===== config.mk =====
export PLATFORM = sky130hd
export DESIGN_NAME = dmem_arbiter_flat
export DESIGN_NICKNAME = d
export VERILOG_FILES = /design/src/rtl/dmem_arbiter_if.sv /design/src/rtl/dmem_arbiter.sv /design/src/flat_wrapper.sv
export SDC_FILE = /design/constraint.sdc
export NUM_CORES = 1
export LEC_CHECK = 0
export CAP_MARGIN = 10
export CORE_AREA = 2 2 118 120
export DETAILED_ROUTE_END_ITERATION = 16
export DIE_AREA = 0 0 120 122
export GPL_ROUTABILITY_DRIVEN = 1
export GPL_TIMING_DRIVEN = 0
export PLACE_DENSITY = 0.7
export SLEW_MARGIN = 5
export SYNTH_ARGS = -nofsm -noshare
export SYNTH_HDL_FRONTEND = slang
export SYNTH_SLANG_ARGS = --single-unit

===== constraint.sdc =====
create_clock -name clk -period 1.4 [get_ports clk]
set_input_delay 0.14 -clock clk [delete_from_list [all_inputs] [get_ports clk]]
set_output_delay 0.14 -clock clk [all_outputs]
set_load 0.05 [all_outputs]

===== src/rtl/dmem_arbiter_if.sv =====
// Bus bundle between the two requesters, the arbiter and data_memory.
//
// Handshake: a requester raises reqN with weN/addrN/wdataN and holds all of
// them stable until the cycle in which gntN=1; the access is performed in that
// cycle (a write commits at its closing edge). A read returns rdataN with a
// one-cycle rvalidN strobe in the following cycle. There is no backpressure
// on the return path.
interface dmem_arbiter_if #(
    parameter int ADDR_W    = 32,
    parameter int DATA_W    = 32,
    parameter int MAX_BURST = 4
);
    localparam int RUN_W = $clog2(MAX_BURST + 1);

    // Requester side
    logic              req0;
    logic              req1;
    logic              we0;
    logic              we1;
    logic [ADDR_W-1:0] addr0;
    logic [ADDR_W-1:0] addr1;
    logic [DATA_W-1:0] wdata0;
    logic [DATA_W-1:0] wdata1;
    logic              gnt0;
    logic              gnt1;
    logic [DATA_W-1:0] rdata0;
    logic [DATA_W-1:0] rdata1;
    logic              rvalid0;
    logic              rvalid1;

    // Memory side
    logic              mem_read;
    logic              mem_write;
    logic [ADDR_W-1:0] mem_addr;
    logic [DATA_W-1:0] mem_wdata;
    logic [DATA_W-1:0] mem_rdata;

    // Arbiter state, exported for observation
    logic              dbg_last;
    logic              dbg_busy_prev;
    logic [RUN_W-1:0]  dbg_run_len;

    modport slave (
        input  req0, req1, we0, we1, addr0, addr1, wdata0, wdata1, mem_rdata,
        output gnt0, gnt1, rdata0, rdata1, rvalid0, rvalid1,
        output mem_read, mem_write, mem_addr, mem_wdata,
        output dbg_last, dbg_busy_prev, dbg_run_len
    );

    modport master (
        output req0, req1, we0, we1, addr0, addr1, wdata0, wdata1, mem_rdata,
        input  gnt0, gnt1, rdata0, rdata1, rvalid0, rvalid1,
        input  mem_read, mem_write, mem_addr, mem_wdata,
        input  dbg_last, dbg_busy_prev, dbg_run_len
    );
endinterface


===== src/rtl/dmem_arbiter.sv =====
// Two-port round-robin arbiter in front of the single-ported data_memory.
// Zero-latency grant, bounded burst under contention, registered read return.
// The interface instance must use the same parameter values as this module.
module dmem_arbiter #(
    parameter int ADDR_W    = 32,
    parameter int DATA_W    = 32,
    parameter int MAX_BURST = 4
) (
    input  logic           clk,
    input  logic           rst,   // synchronous, active low
    dmem_arbiter_if.slave  bus
);
    localparam int RUN_W = $clog2(MAX_BURST + 1);
    localparam logic [RUN_W-1:0] RUN_MAX = RUN_W'(MAX_BURST);
    localparam logic [RUN_W-1:0] RUN_ONE = RUN_W'(1);

    // Arbitration state
    logic             r_last;
    logic             r_busy_prev;
    logic [RUN_W-1:0] r_run_len;

    logic             w_last_nxt;
    logic             w_busy_nxt;
    logic [RUN_W-1:0] w_run_nxt;

    // Grant and memory command
    logic              w_gnt0;
    logic              w_gnt1;
    logic              w_any_gnt;
    logic              w_gnt_port;
    logic              w_mem_read;
    logic              w_mem_write;
    logic [ADDR_W-1:0] w_mem_addr;
    logic [DATA_W-1:0] w_mem_wdata;

    // Read return
    logic              r_rvalid0;
    logic              r_rvalid1;
    logic [DATA_W-1:0] r_rdata0;
    logic [DATA_W-1:0] r_rdata1;

    assign w_any_gnt  = w_gnt0 | w_gnt1;
    assign w_gnt_port = w_gnt1;

    // State register: last winner, grant-last-cycle flag and run length
    always_ff @(posedge clk) begin
        if (!rst) begin
            r_last      <= 1'b1;
            r_busy_prev <= 1'b0;
            r_run_len   <= '0;
        end else begin
            r_last      <= w_last_nxt;
            r_busy_prev <= w_busy_nxt;
            r_run_len   <= w_run_nxt;
        end
    end

    // Next state: extend the run when the same port wins back to back
    always_comb begin
        w_last_nxt = r_last;
        w_busy_nxt = 1'b0;
        w_run_nxt  = '0;
        if (w_any_gnt) begin
            w_busy_nxt = 1'b1;
            w_last_nxt = w_gnt_port;
            if ((w_gnt_port == r_last) && r_busy_prev) begin
                w_run_nxt = (r_run_len >= RUN_MAX) ? r_run_len : r_run_len + RUN_ONE;
            end else begin
                w_run_nxt = RUN_ONE;
            end
        end
    end

    // Grant select: a lone requester always wins; a tie stays with the
    // current owner only while its run is below the burst limit
    always_comb begin
        w_gnt0 = 1'b0;
        w_gnt1 = 1'b0;
        if (rst) begin
            if (bus.req0 && !bus.req1) begin
                w_gnt0 = 1'b1;
            end else if (!bus.req0 && bus.req1) begin
                w_gnt1 = 1'b1;
            end else if (bus.req0 && bus.req1) begin
                if (r_busy_prev && (r_run_len < RUN_MAX)) begin
                    w_gnt0 = ~r_last;
                    w_gnt1 = r_last;
                end else begin
                    w_gnt0 = r_last;
                    w_gnt1 = ~r_last;
                end
            end
        end
    end

    // Memory forwarding: the granted command goes out, otherwise all zero
    always_comb begin
        w_mem_read  = 1'b0;
        w_mem_write = 1'b0;
        w_mem_addr  = '0;
        w_mem_wdata = '0;
        if (w_gnt0) begin
            w_mem_read  = ~bus.we0;
            w_mem_write = bus.we0;
            w_mem_addr  = bus.addr0;
            w_mem_wdata = bus.wdata0;
        end else if (w_gnt1) begin
            w_mem_read  = ~bus.we1;
            w_mem_write = bus.we1;
            w_mem_addr  = bus.addr1;
            w_mem_wdata = bus.wdata1;
        end
    end

    // Read return: capture memory data on a granted read, strobe one cycle
    always_ff @(posedge clk) begin
        if (!rst) begin
            r_rvalid0 <= 1'b0;
            r_rvalid1 <= 1'b0;
            r_rdata0  <= '0;
            r_rdata1  <= '0;
        end else begin
            r_rvalid0 <= w_gnt0 & ~bus.we0;
            r_rvalid1 <= w_gnt1 & ~bus.we1;
            if (w_gnt0 && !bus.we0) begin
                r_rdata0 <= bus.mem_rdata;
            end
            if (w_gnt1 && !bus.we1) begin
                r_rdata1 <= bus.mem_rdata;
            end
        end
    end

    assign bus.gnt0          = w_gnt0;
    assign bus.gnt1          = w_gnt1;
    assign bus.mem_read      = w_mem_read;
    assign bus.mem_write     = w_mem_write;
    assign bus.mem_addr      = w_mem_addr;
    assign bus.mem_wdata     = w_mem_wdata;
    assign bus.rvalid0       = r_rvalid0;
    assign bus.rvalid1       = r_rvalid1;
    assign bus.rdata0        = r_rdata0;
    assign bus.rdata1        = r_rdata1;
    assign bus.dbg_last      = r_last;
    assign bus.dbg_busy_prev = r_busy_prev;
    assign bus.dbg_run_len   = r_run_len;
endmodule


===== src/flat_wrapper.sv =====
// flat-port wrapper written by rule: the top's interface ports become plain ports
module dmem_arbiter_flat 
#(
    parameter int ADDR_W    = 32,
    parameter int DATA_W    = 32,
    parameter int MAX_BURST = 4
)
  (clk, rst, bus_req0, bus_req1, bus_we0, bus_we1, bus_addr0, bus_addr1, bus_wdata0, bus_wdata1, bus_mem_rdata, bus_gnt0, bus_gnt1, bus_rdata0, bus_rdata1, bus_rvalid0, bus_rvalid1, bus_mem_read, bus_mem_write, bus_mem_addr, bus_mem_wdata, bus_dbg_last, bus_dbg_busy_prev, bus_dbg_run_len);
  dmem_arbiter_if #(.ADDR_W(ADDR_W), .DATA_W(DATA_W), .MAX_BURST(MAX_BURST)) bus_i ();
  input  logic clk;
  input  logic rst;
  input wire logic [$bits(bus_i.req0)-1:0] bus_req0;
  input wire logic [$bits(bus_i.req1)-1:0] bus_req1;
  input wire logic [$bits(bus_i.we0)-1:0] bus_we0;
  input wire logic [$bits(bus_i.we1)-1:0] bus_we1;
  input wire logic [$bits(bus_i.addr0)-1:0] bus_addr0;
  input wire logic [$bits(bus_i.addr1)-1:0] bus_addr1;
  input wire logic [$bits(bus_i.wdata0)-1:0] bus_wdata0;
  input wire logic [$bits(bus_i.wdata1)-1:0] bus_wdata1;
  input wire logic [$bits(bus_i.mem_rdata)-1:0] bus_mem_rdata;
  output wire logic [$bits(bus_i.gnt0)-1:0] bus_gnt0;
  output wire logic [$bits(bus_i.gnt1)-1:0] bus_gnt1;
  output wire logic [$bits(bus_i.rdata0)-1:0] bus_rdata0;
  output wire logic [$bits(bus_i.rdata1)-1:0] bus_rdata1;
  output wire logic [$bits(bus_i.rvalid0)-1:0] bus_rvalid0;
  output wire logic [$bits(bus_i.rvalid1)-1:0] bus_rvalid1;
  output wire logic [$bits(bus_i.mem_read)-1:0] bus_mem_read;
  output wire logic [$bits(bus_i.mem_write)-1:0] bus_mem_write;
  output wire logic [$bits(bus_i.mem_addr)-1:0] bus_mem_addr;
  output wire logic [$bits(bus_i.mem_wdata)-1:0] bus_mem_wdata;
  output wire logic [$bits(bus_i.dbg_last)-1:0] bus_dbg_last;
  output wire logic [$bits(bus_i.dbg_busy_prev)-1:0] bus_dbg_busy_prev;
  output wire logic [$bits(bus_i.dbg_run_len)-1:0] bus_dbg_run_len;
  assign bus_i.req0 = bus_req0;
  assign bus_i.req1 = bus_req1;
  assign bus_i.we0 = bus_we0;
  assign bus_i.we1 = bus_we1;
  assign bus_i.addr0 = bus_addr0;
  assign bus_i.addr1 = bus_addr1;
  assign bus_i.wdata0 = bus_wdata0;
  assign bus_i.wdata1 = bus_wdata1;
  assign bus_i.mem_rdata = bus_mem_rdata;
  assign bus_gnt0 = bus_i.gnt0;
  assign bus_gnt1 = bus_i.gnt1;
  assign bus_rdata0 = bus_i.rdata0;
  assign bus_rdata1 = bus_i.rdata1;
  assign bus_rvalid0 = bus_i.rvalid0;
  assign bus_rvalid1 = bus_i.rvalid1;
  assign bus_mem_read = bus_i.mem_read;
  assign bus_mem_write = bus_i.mem_write;
  assign bus_mem_addr = bus_i.mem_addr;
  assign bus_mem_wdata = bus_i.mem_wdata;
  assign bus_dbg_last = bus_i.dbg_last;
  assign bus_dbg_busy_prev = bus_i.dbg_busy_prev;
  assign bus_dbg_run_len = bus_i.dbg_run_len;
  dmem_arbiter #(.ADDR_W(ADDR_W), .DATA_W(DATA_W), .MAX_BURST(MAX_BURST)) u_core (.clk(clk), .rst(rst), .bus(bus_i));
endmodule

==> results of run 1 <==
[power groups by stage]
stage	sequential, mW	combinational (mW)	clock (mW)
2_1_floorplan	2.60	1.13	0
3_3_place_gp	2.23	2.61	0
3_5_place_dp	2.23	2.63	0
4_1_cts	2.19	2.78	2.54
5_1_grt	2.21	3.06	2.64
6_report	2.19	2.96	2.49
[worst reg2reg max path, cell delays in order (launching register included)]
cell	delay (ns)
sky130_fd_sc_hd__dfxtp_4	0.34
sky130_fd_sc_hd__buf_6	0.11
sky130_fd_sc_hd__and4bb_4	0.21
sky130_fd_sc_hd__buf_6	0.12
sky130_fd_sc_hd__a2111oi_4	0.26
sky130_fd_sc_hd__buf_6	0.17
sky130_fd_sc_hd__buf_4	0.10
sky130_fd_sc_hd__buf_6	0.08
sky130_fd_sc_hd__clkbuf_16	0.13
sky130_fd_sc_hd__buf_4	0.10
sky130_fd_sc_hd__o21ai_1	0.06
[cell type report]
class                      count  area, um^2  area share, %
sequential                    71        1430           16.7
multi-input combinational    290        2430           28.3
clock buffer                  11         253           2.95
buffer                        35         440           5.14
timing repair buffer         334        3710           43.3
inverter                       2        7.51         0.0875
tap                          180         225           2.63
clock inverter                 5        78.8          0.919
[flip-flops by register name, indices dropped and copies added (netlist names)]
signal / count
u_core.bus.dbg_busy_prev: 1
u_core.bus.dbg_last: 1
u_core.bus.dbg_run_len: 3
u_core.bus.rvalid0: 1
u_core.bus.rdata1: 32
u_core.bus.rdata0: 32
u_core.bus.rvalid1: 1
[synthesized netlist by cell type]
| cell type | instances | share of area [%] |
|---|---|---|
| sky130_fd_sc_hd__and4bb_4 | 1 | 0.50 |
| sky130_fd_sc_hd__o2111a_1 | 1 | 0.34 |
| sky130_fd_sc_hd__nand2b_1 | 4 | 0.77 |
| sky130_fd_sc_hd__o21a_1 | 2 | 0.46 |
| sky130_fd_sc_hd__a211oi_2 | 1 | 0.38 |
| sky130_fd_sc_hd__nand3_1 | 1 | 0.15 |
| sky130_fd_sc_hd__buf_6 | 5 | 1.7 |
| sky130_fd_sc_hd__buf_2 | 15 | 2.3 |
| sky130_fd_sc_hd__clkbuf_1 | 17 | 2.0 |
| sky130_fd_sc_hd__a22o_1 | 65 | 17 |
| sky130_fd_sc_hd__nand4b_1 | 1 | 0.27 |
| sky130_fd_sc_hd__nor2b_1 | 3 | 0.57 |
| sky130_fd_sc_hd__dfxtp_1 | 71 | 44 |
| sky130_fd_sc_hd__a21oi_1 | 2 | 0.31 |
| sky130_fd_sc_hd__mux2i_1 | 1 | 0.31 |
| sky130_fd_sc_hd__or2_2 | 1 | 0.19 |
| sky130_fd_sc_hd__a221oi_1 | 1 | 0.27 |
| sky130_fd_sc_hd__a2111oi_4 | 1 | 0.84 |
| sky130_fd_sc_hd__o211a_1 | 1 | 0.31 |
| sky130_fd_sc_hd__o221ai_1 | 1 | 0.27 |
| sky130_fd_sc_hd__inv_1 | 2 | 0.23 |
| sky130_fd_sc_hd__o21ai_0 | 55 | 8.4 |
| sky130_fd_sc_hd__and3b_1 | 1 | 0.27 |
| sky130_fd_sc_hd__mux2_2 | 1 | 0.34 |
| sky130_fd_sc_hd__a21boi_0 | 1 | 0.23 |
| sky130_fd_sc_hd__o21ai_1 | 10 | 1.5 |
| sky130_fd_sc_hd__ha_1 | 2 | 0.77 |
| sky130_fd_sc_hd__nand2_1 | 132 | 15 |
| sky130_fd_sc_hd__and2_1 | 1 | 0.19 |
[final timing paths]
| kind | start | end | slack (ns) | cells past startpoint |
|---|---|---|---|---|
| worst max-delay path | u_core.bus.dbg_run_len[2]$_SDFFE_PN0P_ | bus_mem_addr[15] | -0.66 | 7 |
| worst min-delay path | bus_mem_rdata[23] | u_core.bus.rdata1[23]$_SDFFE_PN0P_ | 0.40 | 3 |
| worst max register to register | u_core.bus.dbg_run_len[2]$_SDFFE_PN0P_ | u_core.bus.rdata1[4]$_SDFFE_PN0P_ | -0.39 | 10 |
| worst min register to register | u_core.bus.rdata1[3]$_SDFFE_PN0P_ | u_core.bus.rdata1[3]$_SDFFE_PN0P_ | 0.44 | 2 |
[what timing repair did]
action	4_1_cts	5_1_grt
resized for setup	551	192
cloned	2	9
hold endpoints to repair	0	0
pin swaps	11	10
setup endpoints to repair	206	184
buffers inserted	12	8
[layer usage]
layer	vias to the layer above	routed length (um)	track usage (%)
met4	0	229	5.29
met2	194	9110	39.3
li1	2107	-	-
met5	-	0	0
met3	16	1480	6.37
met1	2108	6720	25.2
[per-stage QoR]
stage | util, % | cells | hold WS, ns | instance area [um^2] | setup TNS [ns]
4_1_cts | 58.2 | 913 | 0.364 | 7850 | -65.47
6_report | 63.5 | 928 | 0.403 | 8580 | -54.84
5_1_grt | 63.5 | 928 | 0.415 | 8580 | -63.00
3_5_place_dp | 53.3 | 883 | 0.438 | 7200 | -131.82
3_3_place_gp | 53.3 | 883 | 0.437 | 7200 | -126.13
2_1_floorplan | - | 400 | 0.249 | 3940 | -20.11
[kinds of logic after synthesis]
logic type	after synthesis	synth area share, %
simple gates	145	18.1
mux	2	0.651
fa+ha+maj	2	0.766
buf+inv	39	6.20
compound gates	141	30.8
flops	71	43.5
==> parameters.txt, run 1 <==
Parameter                              Value

Run status
  Result of the run ... complete, but fails checks
  Failing checks ... negative setup slack

Synth
  Share of synthesized area occupied by flip-flops and latches ... 43.5%
  Post-synth design cell area ... 0.00327 mm^2
  Synth Register Bits ... 71
  Mean area per synthesized cell ... 8.17 um^2
  Number of nets in the synthesized netlist ... 568
  Post-synthesis cell type count ... 29
  Number of cells produced by synthesis ... 400
  Synth Warn # ... 0

Setup path
  CP Class ... reg2out
  Worst path cell trace ... buf_6, nand4b_1, o2111a_2, buf_12, clkbuf_16, a22o_4, buf_6
  Buffers & Inverters on Critical Path ... 4
  Most used cell, CP ... sky130_fd_sc_hd__buf_6
  Standard cell with the maximum stage delay on the critical path ... sky130_fd_sc_hd__dfxtp_4
  Slowest stage delay, CP ... 0.34 ns
  Element type at the critical path start ... flip-flop
  Data arrival, critical path ... 1.92 ns
  Required time reported for the critical path endpoint ... 1.26 ns
  Gate family responsible for the most delay along the worst path ... buffers and inverters
  Worst Path Max Fanout ... 7
  Type of destination of the critical path ... output port

Finish
  Layout overhead on the synthesized area ... 163%
  Post-layout nets ... around 910
  Fill cell total of the finished layout ... about 1100
  Most frequent standard cell in the layout excluding fill and tap cells ... sky130_fd_sc_hd__clkdlybuf4s50_1
  Diode count ... 0
  Top library cells by usage in the layout, fill and taps aside ... sky130_fd_sc_hd__clkdlybuf4s50_1 (162), sky130_fd_sc_hd__nand2_1 (90), sky130_fd_sc_hd__dfxtp_1 (68), sky130_fd_sc_hd__buf_6 (63), sky130_fd_sc_hd__a22o_4 (61)
  Ratio of cells with drive above 1 in the final layout ... 38.1%

Clock tree
  CTS tree ... done
  Bufs on Longest Clock Path ... 2
  Total of hold buffers inserted after clock tree synthesis ... 0
  Number of clock sinks ... a little over 70
  Clock transition at the registers of the reported paths ... 0.05 ns
  Clock buffer count from CTS ... 9
  Cell at the root of the clock tree ... sky130_fd_sc_hd__clkbuf_16
  Total number of H-tree levels ... 3
  Worst-skew pair later-pin latency ... 0.33 ns

GRT
  Wire length of the first global-routing pass ... 24.7 mm
  Antenna violations before repair ... 0
  Residual overflow from global routing ... 0
  Maximum number of pins on one net before global-route repair ... 13
  Total routing usage reported by global routing ... between 20% and 30%
  Vias in the first global route ... ~4500

Timing
  Post-route minimum period ... 2.06 ns
  Final Max Tran Viols ... 0
  Pin slew with the least headroom to its limit ... 0.571 ns
  Finish-stage setup viols ... 134
  Setup clock skew after layout ... 0.00464 ns
  Unrepaired setup endpoints after global routing ... true
  Final period utilization ... 147%
  Count of endpoints failing hold in the final timing report ... 0
  Post-layout worst setup margin ... -0.660 ns
  Tightest slew margin relative to the limit ... 61.8%
  Top achievable clock speed ... 485 MHz

Power
  Power share of the combinational group ... approximately two fifths
  Pwr per Cell Area ... around 890 mW/mm^2
  Cell internal pwr ... around 5 mW
  Net Sw Frac ... 32.7%
  Net load switching power ... 2.50 mW
  Part of the power in the clock network ... around a third
  IR Drop Worst-Case VDD ... roughly 640 uV
  Share of total power in sequential cells ... 28.7%
  Total design power ... 7.65 mW
  Leakage Power ... 4.34 nW

Route
  Initial DRC count ... 168
  Routed vias/inst ... 4.77
  Average wire length per cell after detail routing ... 18.9 um
  TritonRoute pass-1 iters ... 4
  Total routed wirelength ... 17.5 mm
  Vias after detailed routing ... 4425
  Number of nets with antenna violations after detailed routing ... 0
  Post-route DRC violation count ... 0

Die
  Die Footprint ... 0.0146 mm^2
  IO Count ... 305
  Die X ... 120 um
  Standard-cell row count ... 43
  Initial Utilization ... 24.2%
  CORE AREA ... 0.0135 mm^2
  Die outline height ... 122 um

Flow run
  Max-Cap Viols ... 0

Placement
  Setup Slack @ Placement ... -1.45 ns
  Buffers on Ports ... 303
  Routability Congestion ... between 0.9 and 1
  Detail Placement HPWL ... between 10 and 15 mm

Worst hold path
  Path class of the lowest-slack min-delay path ... in2reg
No activity file was read; power rests on OpenSTA's default activity.
==> run 2, diff against run 1 <==
--- a/config.mk
+++ b/config.mk
@@ -16,3 +16,4 @@
 export SYNTH_ARGS = -nofsm -noshare
 export SYNTH_HDL_FRONTEND = slang
 export SYNTH_SLANG_ARGS = --single-unit
+export TNS_END_PERCENT = 10
==> run 2 against run 1 <==
The run still ends with negative setup slack left. Non-clock buffer count fell by 13. Final cell count fell by 1.3%. Combinational power fell by 6%. Clock skew rose by 0.0027 ns. Design area fell by 8.2%. Largest cell class unchanged. Largest power group unchanged.
==> parameters.txt, run 2 (synthesis results as in run 1) <==
Parameter                              Value

Run status
  Failing checks ... negative setup slack
  Result of the run ... complete, but fails checks

Setup path
  CP Class ... reg2out
  Worst reg2reg startpoint ... u_core.bus.dbg_run_len[2]$_SDFFE_PN0P_
  Most used cell, CP ... sky130_fd_sc_hd__buf_6
  Data arrival, critical path ... 1.97 ns
  Worst Path Max Fanout ... 7
  Required time reported for the critical path endpoint ... 1.26 ns
  R2R Path End ... u_core.bus.rdata1[20]$_SDFFE_PN0P_
  Slowest stage delay, CP ... ~0.34 ns
  Standard cell with the maximum stage delay on the critical path ... sky130_fd_sc_hd__dfxtp_4
  Element type at the critical path start ... flip-flop
  Gate family responsible for the most delay along the worst path ... buffers and inverters
  Worst path cell trace ... buf_6, and4bb_4, a211oi_4, buf_6, buf_12, clkbuf_16, a22o_4, buf_6
  Number of logic stages on the critical path including buffering ... 8
  R2r setup slk ... -0.41 ns
  Type of destination of the critical path ... output port
  Worst reg2reg path depth ... 10
  Buffers & Inverters on Critical Path ... 5

Power
  IR Drop Worst-Case VDD ... 562 uV
  Leakage Power ... 3.51 nW
  Pwr per Cell Area ... 921 mW/mm^2

Route
  Average wire length per cell after detail routing ... 18.1 um
  Post-route DRC violation count ... 0
  Initial DRC count ... 162
  Number of nets with antenna violations after detailed routing ... 0
  Routed vias/inst ... 4.69
  Vias after detailed routing ... 4298
  Total routed wirelength ... 16.6 mm
  TritonRoute pass-1 iters ... 4

Die
  Die Footprint ... 0.0146 mm^2
  IO Count ... between 300 and 400
  Die X ... approximately 120 um
  CORE AREA ... 0.0135 mm^2
  Die outline height ... 122 um
  Standard-cell row count ... 43
  Initial Utilization ... 24.2%

Clock tree
  Total number of H-tree levels ... 3
  Bufs on Longest Clock Path ... 2
  Number of clock sinks ... 71
  Worst-skew pair later-pin latency ... 0.33 ns
  Clock transition at the registers of the reported paths ... 0.05 ns
  Clock buffer count from CTS ... 9
  Cell at the root of the clock tree ... sky130_fd_sc_hd__clkbuf_16
  Total of hold buffers inserted after clock tree synthesis ... 0
  CTS tree ... done

Timing
  Count of endpoints failing hold in the final timing report ... 0
  Pin slew with the least headroom to its limit ... 0.547 ns
  Unrepaired setup endpoints after global routing ... true
  Setup clock skew after layout ... between 0.007 and 0.008 ns
  Post-layout worst setup margin ... -0.711 ns
  Post-route minimum period ... 2.11 ns
  Final Max Tran Viols ... 0
  Finish-stage setup viols ... between 100 and 150
  Final period utilization ... 151%
  Final total negative setup slack ... -59.46 ns
  Tightest slew margin relative to the limit ... 63.7%
  Top achievable clock speed ... 474 MHz

Worst hold path
  Path class of the lowest-slack min-delay path ... in2reg
  Startpoint of the worst hold path ... bus_mem_rdata[16]
  Hold path depth ... 3
  Hold EP ... u_core.bus.rdata1[16]$_SDFFE_PN0P_

Finish
  Layout overhead on the synthesized area ... 141%
  Most frequent standard cell in the layout excluding fill and tap cells ... sky130_fd_sc_hd__clkdlybuf4s50_1
  Top library cells by usage in the layout, fill and taps aside ... sky130_fd_sc_hd__clkdlybuf4s50_1 (162), sky130_fd_sc_hd__nand2_1 (131), sky130_fd_sc_hd__dfxtp_1 (68), sky130_fd_sc_hd__buf_6 (62)
  Total non-filler cell area in the finished layout ... around 0.0079 mm^2
  Ratio of cells with drive above 1 in the final layout ... 28.8%
  Post-layout nets ... 898

GRT
  Maximum number of pins on one net before global-route repair ... 13
  Antenna violations before repair ... 1
  Wire length of the first global-routing pass ... roughly 25 mm
  Residual overflow from global routing ... 0
  Vias in the first global route ... 4338
  Total routing usage reported by global routing ... 21.6%

Placement
  Placed cell area ... 0.00716 mm^2
  Routability Congestion ... between 0.8 and 0.9
  Detail Placement HPWL ... roughly 13 mm
  Buffers on Ports ... 303

Flow run
  Max-Cap Viols ... 0
-- run 2: cell types whose count changed in the layout (fill, tap and decap cells not counted), sizes merged, moves of 4 or more --
cell	change
clkdlybuf4s15	+4
dlymetal6s2s	-42
dlygate4sd2	+38
clkbuf	-7
buf	-6
-- run 2: through the flow --
stage | worst slack (ns) | hold slack, ns | utilization, % | power (mW) | std cells
6_report | -0.711 | 0.387 | 58.3 | 7.25 | 916
5_1_grt | -0.764 | 0.390 | 58.3 | 7.51 | 916
4_1_cts | -0.750 | 0.362 | 56.6 | 7.21 | 909
3_5_place_dp | -1.49 | 0.443 | 53.0 | 4.85 | 883
3_3_place_gp | -1.47 | 0.440 | 53.0 | 4.82 | 883
2_1_floorplan | -0.270 | 0.249 | - | 3.72 | 400
-- run 2: layout make-up --
cell class	instances	area, um^2
antenna	1	2.50
buffer	37	429
clock buffer	11	243
clock inverter	5	55.1
fill	1176	5630
inverter	2	7.51
multi-input combinational	290	2210
sequential	71	1430
tap	180	225
timing repair buffer	319	3270
-- run 2: power by group --
| part | total (mW) | switching (mW) | internal (mW) |
|---|---|---|---|
| Clock | 2.29 | 0.862 | 1.43 |
| Sequential | 2.19 | 0.0621 | 2.13 |
| Combinational | 2.77 | 1.53 | 1.24 |
| Total | 7.25 | 2.45 | 4.80 |
-- run 2: worst register-to-register path: stages, from the launching register on --
cell	delay, ns
sky130_fd_sc_hd__dfxtp_4	0.34
sky130_fd_sc_hd__buf_6	0.10
sky130_fd_sc_hd__and4bb_4	0.20
sky130_fd_sc_hd__buf_4	0.14
sky130_fd_sc_hd__a2111oi_4	0.26
sky130_fd_sc_hd__buf_4	0.20
sky130_fd_sc_hd__buf_8	0.13
sky130_fd_sc_hd__buf_6	0.11
sky130_fd_sc_hd__buf_8	0.12
sky130_fd_sc_hd__nand2_1	0.06
sky130_fd_sc_hd__o21ai_1	0.08
-- run 2: worst max path at each step --
stage / start / to
6_report: u_core.bus.dbg_run_len[2]$_SDFFE_PN0P_ / bus_mem_wdata[21]
5_1_grt: u_core.bus.dbg_run_len[2]$_SDFFE_PN0P_ / bus_mem_wdata[16]
4_1_cts: u_core.bus.dbg_run_len[2]$_SDFFE_PN0P_ / bus_mem_addr[0]
3_5_place_dp: bus_req0 / bus_mem_addr[29]
3_3_place_gp: bus_req0 / bus_mem_addr[29]
2_1_floorplan: u_core.bus.dbg_run_len[2]$_SDFFE_PN0P_ / bus_mem_addr[13]
-- run 2: what timing repair did --
item,4_1_cts,5_1_grt
endpoints found under the setup margin,206,146
pin swaps,4,4
gates resized for setup,571,83
gates cloned,4,1
setup buffers,7,5
-- run 2: layer usage --
metal | track usage, % | vias to the layer above | share of wire, %
met2 | 37.0 | 196 | 49
met1 | 25.5 | 1999 | 40
met5 | 0 | - | 0
li1 | - | 2068 | -
met3 | 6.27 | 35 | 7.5
met4 | 8.16 | 0 | 2.9
==> run 3, diff against run 2 <==
==> constraint.sdc (replaced) <==
create_clock -name clk -period 1.4 [get_ports clk]
set_input_delay 0.14 -clock clk [delete_from_list [all_inputs] [get_ports clk]]
set_output_delay 0.14 -clock clk [all_outputs]
set_load 0.1 [all_outputs]
==> run 3 against run 2 <==
The flow still finishes with violations (negative setup slack). Design area is 4.7% higher. Register-to-register slack barely moved. Die area unchanged. Critical endpoint is now bus_mem_addr[25]. Highest routed layer unchanged.
==> parameters.txt, run 3 (synthesis results as in run 1) <==
Parameter                              Value

Timing
  Post-route minimum period ... between 2 and 2.5 ns
  Final total negative setup slack ... -59.67 ns
  Finish-stage setup viols ... around 130
  Unrepaired setup endpoints after global routing ... true
  Top achievable clock speed ... about 460 MHz
  Setup clock skew after layout ... 0.00437 ns
  Count of endpoints failing hold in the final timing report ... 0
  Pin slew with the least headroom to its limit ... 0.977 ns
  Post-layout worst setup margin ... -0.781 ns
  Final period utilization ... 156%
  Final Max Tran Viols ... 0
  Tightest slew margin relative to the limit ... 35.1%

Finish
  Fill cell total of the finished layout ... 1083
  Sequential cell area ... ~0.0014 mm^2
  Core Util, Final ... between 60% and 70%
  Diode count ... 0
  Top library cells by usage in the layout, fill and taps aside ... sky130_fd_sc_hd__clkdlybuf4s50_1 (162), sky130_fd_sc_hd__nand2_1 (132), sky130_fd_sc_hd__dfxtp_1 (68), sky130_fd_sc_hd__buf_12 (66), sky130_fd_sc_hd__a22o_4 (65)
  Most frequent standard cell in the layout excluding fill and tap cells ... sky130_fd_sc_hd__clkdlybuf4s50_1
  Post-layout nets ... 888
  Layout overhead on the synthesized area ... 152%
  Area of the multi-input gates ... 0.00224 mm^2
  Ratio of cells with drive above 1 in the final layout ... 36.4%

Route
  Routed vias/inst ... 4.68
  Average wire length per cell after detail routing ... 18.9 um
  Number of nets with antenna violations after detailed routing ... 0
  Total routed wirelength ... 17.1 mm
  TritonRoute pass-1 iters ... 4
  Uppermost layer routed ... met4
  Post-route DRC violation count ... 0
  WL met1 ... 6.53 mm
  Initial DRC count ... about 180
  Met2 WL ... 9.18 mm
  Vias after detailed routing ... roughly 4200
  Wire length on met3 ... 1.06 mm

Clock tree
  CTS tree ... done
  Total number of H-tree levels ... 3
  Cell at the root of the clock tree ... sky130_fd_sc_hd__clkbuf_16
  Clock buffer count from CTS ... 9
  Worst-skew pair later-pin latency ... about 0.33 ns
  Bufs on Longest Clock Path ... 2
  Total of hold buffers inserted after clock tree synthesis ... 0
  Clock transition at the registers of the reported paths ... 0.06 ns
  Number of clock sinks ... 71

GRT
  Wire length of the first global-routing pass ... 25.2 mm
  Residual overflow from global routing ... 0
  Total routing usage reported by global routing ... 22.1%
  Maximum number of pins on one net before global-route repair ... 12
  Vias in the first global route ... 4408
  Antenna violations before repair ... 0

Die
  Die X ... about 120 um
  Standard-cell row count ... 43
  Initial Utilization ... 24.2%
  IO Count ... 305
  Die outline height ... ~120 um
  Die Footprint ... 0.0146 mm^2
  CORE AREA ... 0.0135 mm^2

Setup path
  Required time reported for the critical path endpoint ... 1.26 ns
  Worst Path Max Fanout ... 10
  Type of destination of the critical path ... output port
  Data arrival, critical path ... 2.04 ns
  CP Class ... reg2out
  Element type at the critical path start ... flip-flop

Power
  IR Drop Worst-Case VDD ... approximately 750 uV
  Pwr per Cell Area ... 1030 mW/mm^2
  Leakage Power ... 3.41 nW

Flow run
  Max-Cap Viols ... 0

Placement
  Routability Congestion ... 0.762
  Detail Placement HPWL ... around 12 mm
  Buffers on Ports ... 303
  Setup Slack @ Placement ... -1.88 ns

Worst hold path
  Path class of the lowest-slack min-delay path ... in2reg

Run status
  Result of the run ... complete, but fails checks
  Failing checks ... negative setup slack
run 3: cell types whose count changed in the layout (fill, tap and decap cells not counted), moves of 8 or more:
cell / before / now
sky130_fd_sc_hd__buf_12: 9 / 66
sky130_fd_sc_hd__clkdlybuf4s18_2: 0 / 25
sky130_fd_sc_hd__buf_6: 62 / 14
sky130_fd_sc_hd__clkdlybuf4s15_1: 8 / 0
sky130_fd_sc_hd__buf_4: 16 / 4
sky130_fd_sc_hd__clkdlybuf4s15_2: 3 / 16
sky130_fd_sc_hd__clkbuf_2: 5 / 20
sky130_fd_sc_hd__dlygate4sd2_1: 60 / 2
sky130_fd_sc_hd__buf_2: 0 / 10
run 3: metrics by stage:
| stage | area, um^2 | power (mW) | hold slack, ns | cells |
|---|---|---|---|---|
| finish | 8250 | 8.46 | 0.273 | 905 |
| global route | 8250 | 8.72 | 0.297 | 905 |
| CTS | 8210 | 8.44 | 0.382 | 902 |
| detailed placement | 7220 | 5.82 | 0.439 | 883 |
| global placement | 7220 | 5.78 | 0.437 | 883 |
| floorplan | 3960 | 4.69 | 0.249 | 400 |
run 3: report_power, final:
group | internal, mW | switching (mW) | total [mW] | leakage [nW]
logic | 1.47 | 2.54 | 4.01 | 2.67
clock network | 1.45 | 0.815 | 2.26 | 0.154
registers | 2.13 | 0.0659 | 2.19 | 0.582
run 3: what timing repair did:
item	in CTS	in global routing
setup endpoints to repair	206	186
resized for setup	768	131
setup buffers	2	2
hold endpoints to repair	0	0
pin swaps	3	2
gates cloned	1	1
run 3: metal layers:
| layer | vias to the layer above | global-route usage (%) |
|---|---|---|
| li1 | 2037 | - |
| met1 | 1991 | 24.8 |
| met2 | 180 | 41.0 |
| met3 | 29 | 5.24 |
| met4 | 0 | 6.99 |
| met5 | - | 0 |
run 3: worst paths after layout:
kind                                     startpoint                             endpoint  slack, ns  cells past startpoint
min                                        bus_req1  u_core.bus.dbg_busy_prev$_SDFF_PN0_       0.27                      2
max          u_core.bus.dbg_run_len[2]$_SDFFE_PN0P_                     bus_mem_addr[25]      -0.78                      8
max reg2reg  u_core.bus.dbg_run_len[2]$_SDFFE_PN0P_   u_core.bus.rdata1[19]$_SDFFE_PN0P_      -0.40                      5
min reg2reg      u_core.bus.rdata0[31]$_SDFFE_PN0P_   u_core.bus.rdata0[31]$_SDFFE_PN0P_       0.44                      2
run 3: cell type report:
class,count,area share [%]
Clock buffer,14,3.58
Multi-Input combinational cell,290,27.2
Inverter,2,0.0910
Clock inverter,2,0.121
Tap cell,180,2.73
Sequential cell,71,17.4
Buffer,37,4.75
Timing Repair Buffer,309,44.1
run 3: critical path, stage by stage (launching register included):
cell and delay, ns:
sky130_fd_sc_hd__dfxtp_4 0.34, sky130_fd_sc_hd__buf_6 0.13, sky130_fd_sc_hd__and4bb_4 0.34, sky130_fd_sc_hd__a211oi_4 0.05
sky130_fd_sc_hd__buf_6 0.14, sky130_fd_sc_hd__buf_12 0.14, sky130_fd_sc_hd__buf_12 0.15, sky130_fd_sc_hd__a22o_4 0.26
sky130_fd_sc_hd__buf_12 0.17
